`config.mk`:
```
export PLATFORM = sky130hd
export DESIGN_NAME = gray_to_bin_serial
export DESIGN_NICKNAME = d
export VERILOG_FILES = /design/src/rtl/gray_to_bin_serial.sv
export SDC_FILE = /design/constraint.sdc
export NUM_CORES = 1
export LEC_CHECK = 0
export CAP_MARGIN = 20
export CORE_UTILIZATION = 25
export CTS_CLUSTER_DIAMETER = 150
export CTS_CLUSTER_SIZE = 24
export DETAILED_ROUTE_END_ITERATION = 8
export SLEW_MARGIN = 15
export SYNTH_ARGS = -nofsm -noshare
export SYNTH_HDL_FRONTEND = slang
export SYNTH_SLANG_ARGS = --single-unit
```
`constraint.sdc`:
```
create_clock -name clk -period 1.4 [get_ports clk]
set_input_delay 0.21 -clock clk [delete_from_list [all_inputs] [get_ports clk]]
set_output_delay 0.21 -clock clk [all_outputs]
set_load 0.05 [all_outputs]
```
`src/rtl/gray_to_bin_serial.sv`:
```
// -----------------------------------------------------------------------------
// gray_to_bin_serial
//
// Bit-serial Gray-to-binary decoder. A Gray word is accepted on the input
// handshake and resolved MSB-first, one bit per clock, using
//   bin[i] = bin[i+1] ^ gray[i]   (bin[WIDTH-1] = gray[WIDTH-1])
// The finished word is then presented on the output handshake and held until
// the consumer takes it.
//
// Timing (default WIDTH=8): accept edge = edge 0, conversion on edges 1..8,
// out_valid high after edge 8. A transfer edge in DONE returns to IDLE, so the
// throughput is one word per WIDTH+2 cycles.
//
// Ports:
//   clk        rising-edge clock
//   rst        synchronous, active-high reset
//   in_valid   upstream presents a Gray word on gray
//   in_ready   block can accept a word this cycle (IDLE only)
//   gray       Gray-coded input word
//   out_valid  bin holds a completed conversion (DONE only)
//   out_ready  downstream accepts bin this cycle
//   bin        decoded binary word
//   busy       high while converting (CONV only)
// -----------------------------------------------------------------------------
module gray_to_bin_serial #(
  parameter int WIDTH = 8
) (
  input  logic             clk,
  input  logic             rst,
  input  logic             in_valid,
  output logic             in_ready,
  input  logic [WIDTH-1:0] gray,
  output logic             out_valid,
  input  logic             out_ready,
  output logic [WIDTH-1:0] bin,
  output logic             busy
);

  localparam int IDX_W = (WIDTH > 1) ? $clog2(WIDTH) : 1;
  localparam logic [IDX_W-1:0] IDX_MSB = IDX_W'(WIDTH - 1);

  typedef enum logic [1:0] {
    IDLE = 2'd0,
    CONV = 2'd1,
    DONE = 2'd2
  } state_t;

  state_t           state;
  state_t           state_nxt;

  logic [WIDTH-1:0] gray_q;    // word captured at accept; gray is ignored after
  logic [IDX_W-1:0] idx;       // bit currently being resolved, counts down
  logic             prev_bit;  // bin[idx+1]; zero before the MSB is written
  logic             new_bit;
  logic             last_bit;
  logic             accept;

  // The previously resolved bit is carried in prev_bit instead of reading
  // bin[idx+1], which avoids an out-of-range index at the MSB: with
  // prev_bit cleared on accept, the MSB step reduces to bin = gray.
  assign new_bit  = prev_bit ^ gray_q[idx];
  assign last_bit = (idx == '0);
  assign accept   = in_valid && in_ready;

  // ---------------------------------------------------------------------------
  // State register
  // ---------------------------------------------------------------------------
  // NOTE: sequential state uses non-blocking assignments so every register
  // samples pre-edge values, independent of statement order.
  always_ff @(posedge clk) begin
    if (rst) begin
      state <= IDLE;
    end else begin
      state <= state_nxt;
    end
  end

  // ---------------------------------------------------------------------------
  // Next-state and handshake outputs
  // ---------------------------------------------------------------------------
  // NOTE: every output of this block gets a default first, so no path through
  // the case statement can leave one unassigned and infer a latch.
  always_comb begin
    state_nxt = state;
    in_ready  = 1'b0;
    out_valid = 1'b0;
    busy      = 1'b0;

    unique case (state)
      IDLE: begin
        in_ready = 1'b1;
        if (in_valid) begin
          state_nxt = CONV;
        end
      end

      CONV: begin
        busy = 1'b1;
        // The edge that writes bit 0 is the last conversion edge.
        if (last_bit) begin
          state_nxt = DONE;
        end
      end

      DONE: begin
        out_valid = 1'b1;
        if (out_ready) begin
          state_nxt = IDLE;
        end
      end

      default: begin
        state_nxt = IDLE;
      end
    endcase
  end

  // ---------------------------------------------------------------------------
  // Datapath: input latch, bit index and serial result
  // ---------------------------------------------------------------------------
  // bin is only written in CONV, so it holds through DONE and keeps its last
  // value in IDLE until the next accept clears it.
  always_ff @(posedge clk) begin
    if (rst) begin
      gray_q   <= '0;
      bin      <= '0;
      idx      <= IDX_MSB;
      prev_bit <= 1'b0;
    end else if (accept) begin
      gray_q   <= gray;
      bin      <= '0;
      idx      <= IDX_MSB;
      prev_bit <= 1'b0;
    end else if (busy) begin
      bin[idx] <= new_bit;
      prev_bit <= new_bit;
      // Index stops at 0; the state change to DONE takes over from here.
      if (!last_bit) begin
        idx <= idx - IDX_W'(1);
      end
    end
  end

endmodule
```
* Yosys cells after proc, flatten, opt, wreduce, memory -nomap -nowiden
Index checks and enable logic that the tools add are counted.
** Word-level totals
- Flip-flop bits (word level) :: 22
- Output and inout port bits :: 11
** Operators by class
- Bitwise gates (word level) :: 2
- $lt $le $gt $ge :: 2
- Add/sub/neg operators :: 1
- Equal/unequal tests :: 5
- Reductions and logical operators :: 7
- Multiplexer cells :: 12
** Operators by type and width (count)
- bitwise mux 8 bit :: 1
- two-way mux 2 bit :: 3
- != test 2 bit (second input constant) :: 3
- one-hot mux 2 bit (3 select lines) :: 1
- two-way mux 1 bit :: 5
- less-than comparator 3 x 4 -> 1 bit (second input constant) :: 1
- binary-select mux 1 bit (select 3 bit) :: 1
- demux 1 bit (select 3 bit) :: 1
- greater-or-equal comparator 3 x 1 -> 1 bit (second input constant) :: 1
- logical NOT 3 bit :: 1
- AND reduction 3 bit :: 1
- subtractor 3 x 1 -> 3 bit (second input constant) :: 1
- equality test 2 x 1 -> 1 bit (second input constant) :: 1
- equality test 2 bit (second input constant) :: 1
- logical AND 1 bit :: 2
- logical NOT 2 bit :: 1
- AND reduction 2 bit :: 1
- OR reduction 2 bit :: 1
- NOT 1 bit :: 1
- bitwise XOR 1 bit :: 1

* Longest topological paths before layout
- Depth after elaboration :: 5
- Depth in mapped cells :: 7
- Mapped depth without buffers :: 6

* Least setup slack after synthesis
Ideal clock, no wire load.
- Path kind :: flip-flop to flip-flop
- From :: reg state[0]
- To :: reg bin[0]
- Setup slack :: -0.515 ns
- Period minus slack after synthesis :: 1.915 ns
- Required time :: 1.280 ns
- Library setup time :: 0.120 ns
- Cell stages (with the launch flop) :: 6
- Arrival :: 1.794 ns
- Cell sequence :: dfxtp_1 > nor2_1 > nand2_1 > nand2b_1 > buf_2 > nor3_1
** On the way
- Word-level cells in the longest chain between the ends :: 4
- Elaborated cells on any way between the ends :: 6
- Those cells by class :: 1 x eq/ne; 2 x mux; 3 x reduce/logical
** Ends and longest elaborated chain
- start: declaration :: line 48 : state_t state;
- start signal: assignment :: line 74 : state <= state_nxt;
- logical NOT 2 bit :: line 89 : unique case (state)
- two-way mux 1 bit :: line 89
- net in_ready :: line 31 : output logic in_ready,
- logical AND 1 bit :: line 63 : assign accept = in_valid && in_ready;
- OR reduction 2 bit (no source line)
- end signal: indexed assignment :: line 135 : bin[idx] <= new_bit;
- end: declaration :: line 35 : output logic [WIDTH-1:0] bin,
The timed path passes the listed nets, and every way through them passes these cells.
A chain may end at the register's enable or synchronous reset.

* Worst setup path after layout
- From :: reg idx[0]
- To :: reg bin[4]
** On the way
- Word-level cells in the longest chain between the ends :: 5
- Elaborated cells on any way between the ends :: 9
- Those cells by class :: 2 x order compare; 5 x mux; 1 x bitwise; 1 x reduce/logical
** Ends and longest elaborated chain
- start: declaration :: line 52 : logic [IDX_W-1:0] idx;
- start signal: assignment :: line 139 : idx <= idx - IDX_W'(1);
- less-than comparator 3 x 4 -> 1 bit (implied by the code) or greater-or-equal comparator 3 x 1 -> 1 bit (tied branches) :: line 135
- logical AND 1 bit (implied by the code) :: line 135
- two-way mux 1 bit (implied by the code) :: line 135
- demux 1 bit (select 3 bit) :: line 135
- bitwise mux 8 bit * :: line 135
Every way passes the cells marked *; elsewhere a longest branch is shown, timed or not. The select of a mux whose other input is x is not followed.

==> reports/results.ini <==
[cts]
ctsHoldBuffers=0
path_clk_slew_ns=0.08
htreeDepth=1
clock_latency_ns=0.27
cts.sinks=22
cts_buffers=3
max-clock-path-buffers=2
cts_root_buf=clkbuf_8
tritoncts=built

[die]
core_area_sq_um=4000
die_area_sq_um=4426
die_w_microns=66.53
initial_core_util=0.2602
io_pins=23
rows=23
die-height_microns=66.53

[global_routing]
overflow=0
antenna_found_initial=0
grt_pass1_vias=993
grt_max_degree=14
grt_usage=0.1369
grt_pass1_wl_microns=4457

[finish]
nets=176
utilization=0.4170
fillerInstances=394
antennaDiodeCount=0
syn_to_final_growth_pct=60.22
final_cell_area_sq_um=1668
layout-drive-gt1-share=0.3292
multi_input_area_sq_um=591.8
regArea_sq_um=446.7

[synth]
async_flop_share=0
synthFlopType=dfxtp_1
synthSimpleGateAreaFrac=0.2536
synth_xor_area_frac=0.03245
synthAdderAreaFrac=0.02404
synth-compound-area-share=0.09495
syn_nets=135
yosysWarnings=0
ys_seq_area_frac=0.4231
syn_inst=121
synth.mux.area_fraction=0.1226
syn_area_sq_um=1041
synth-edff-count=0
synth_top_family_by_area=simple AND/OR/NAND/NOR gates
ys_types=32
syn_area_per_cell_sq_um=8.603
synth_seq_cells=22

[timing]
tightest_slew_ns=0.3454
fmax_mhz=682.2
finalHoldViolations=0
rsz0062_at_grt=true
hold_ws_ns=0.4798
fin_crit_sh=1.047
slew_viol_final=0
finalSetupViolCount=8
maxSlewHeadroom=0.7694
finalWorstSetupSlack_ns=-0.06583
skew_ns=0.002117
min_period_ns=1.466

[placement]
dpl.hpwl_microns=2025
pre_cts_ws_ns=-0.1783
gp_congestion=0.8019
placed_cell_area_sq_um=1568
numPortBuffers=22

[critical_path]
crit_required_ns=1.57
endpoint_kind=register
cp-start-kind=register
path_class=reg -> reg
crit_path_max_fanout=7
arrival_ns=1.63

[outcome]
violations=setup timing
outcome=finished, violations left

[power_and_ir_drop]
power_w=0.001536
p_leak_nw=0.6958
p_per_area_nw_per_um2=920.7
ir_drop_uv=383.8

[run]
cap_violations=0

[drt]
routed-via-count=962
via_per_inst=4.559
antenna_left=0
drt-total-wl_microns=2546
wire_per_inst_microns=12.07
remaining_drc_errors=0
dr.pass1.iters=4
drtIter0Drc=40

[hold_path]
hold_class=reg -> reg

[per-stage QoR]
step	TNS (ns)	cells
2_1_floorplan	-0.1013	121
3_3_place_gp	-0.8131	207
3_5_place_dp	-1.267	207
4_1_cts	-0.3088	211
5_1_grt	-0.9645	211
6_report	-0.2998	211
[cell type report]
| cell class | count | area share |
|---|---|---|
| well taps | 50 | 0.03751 |
| repair buffers | 42 | 0.2881 |
| clock buffers | 3 | 0.02476 |
| clock inverters | 1 | 0.01800 |
| flip-flops and latches | 22 | 0.2678 |
| multi-input cells | 89 | 0.3548 |
| inverters | 4 | 0.009002 |
[sequential cells by signal, summed over array words and instances (netlist names)]
name / cells
gray_q: 8
bin: 8
state: 2
prev_bit: 1
idx: 3
[per-layer routing]
layer  vias to the layer above  track usage  routed length (microns)
li1                        489            -                        -
met1                       446       0.1604                     1112
met2                        22       0.2372                     1289
met3                         5      0.02740                       95
met4                         0      0.06383                       48
met5                         -            0                        0
[where the power goes]
part           total (W)  switching, W  leakage (nW)  internal, W
registers       0.000673     0.0000239         0.179     0.000649
clock network   0.000596      0.000213        0.0357     0.000382
logic           0.000267      0.000127         0.481     0.000140
[worst paths after layout]
path,depth (start not counted),to,from,slack (ns)
min reg2reg,2,gray_q[0],gray_q[0],0.48
max reg2reg,4,bin[4],idx[0],-0.07
max,4,bin[4],idx[0],-0.07
min,2,gray_q[0],gray_q[0],0.48
[synth_stat cells, types with 3 or more instances]
master,n,area share
nand3_1,3,0.014
dfxtp_1,22,0.42
inv_1,4,0.014
mux2i_1,6,0.058
nor2_1,14,0.050
nand2b_1,3,0.018
a21oi_1,11,0.053
nand2_1,23,0.083
nor3_1,6,0.029
[what timing repair did]
item	4_1_cts	5_1_grt
gates resized for setup	5	5
buffers inserted	1	0
pin swaps	3	1
endpoints found under the setup margin	12	22
[logic make-up after synthesis]
logic type,count (synthesis)
AO/OA/AOI/OAI,17
XOR/XNOR,3
adder cells (fa/ha/maj),2
AND/OR/NAND/NOR,57
flip-flops,22
multiplexers,10
buffers and inverters,10
[worst max-delay path: stages, from the launching register on]
cell and delay, ns:
dfxtp_4 0.39, mux4_2 0.55, xor2_2 0.19, mux2i_1 0.17, nor2_1 0.06
[cell usage in the layout, fill, tap and decap left out, drive strengths merged, types with 2 or more instances in the layout]
cell           Yosys  layout
nand2b             3       3
buf                4      31
nor2              14      14
nor3               7       7
inv                4       4
clkdlybuf4s50      0      11
clkbuf             2       3
o21ai              2       2
mux4               2       2
mux2i              6       6
and2b              2       2
dfxtp             22      22
mux2               2       2
nand2             23      23
xor2               2       2
ha                 2       2
a21oi             11      11
nand3              3       3
No activity file was read; power rests on OpenSTA's default activity.
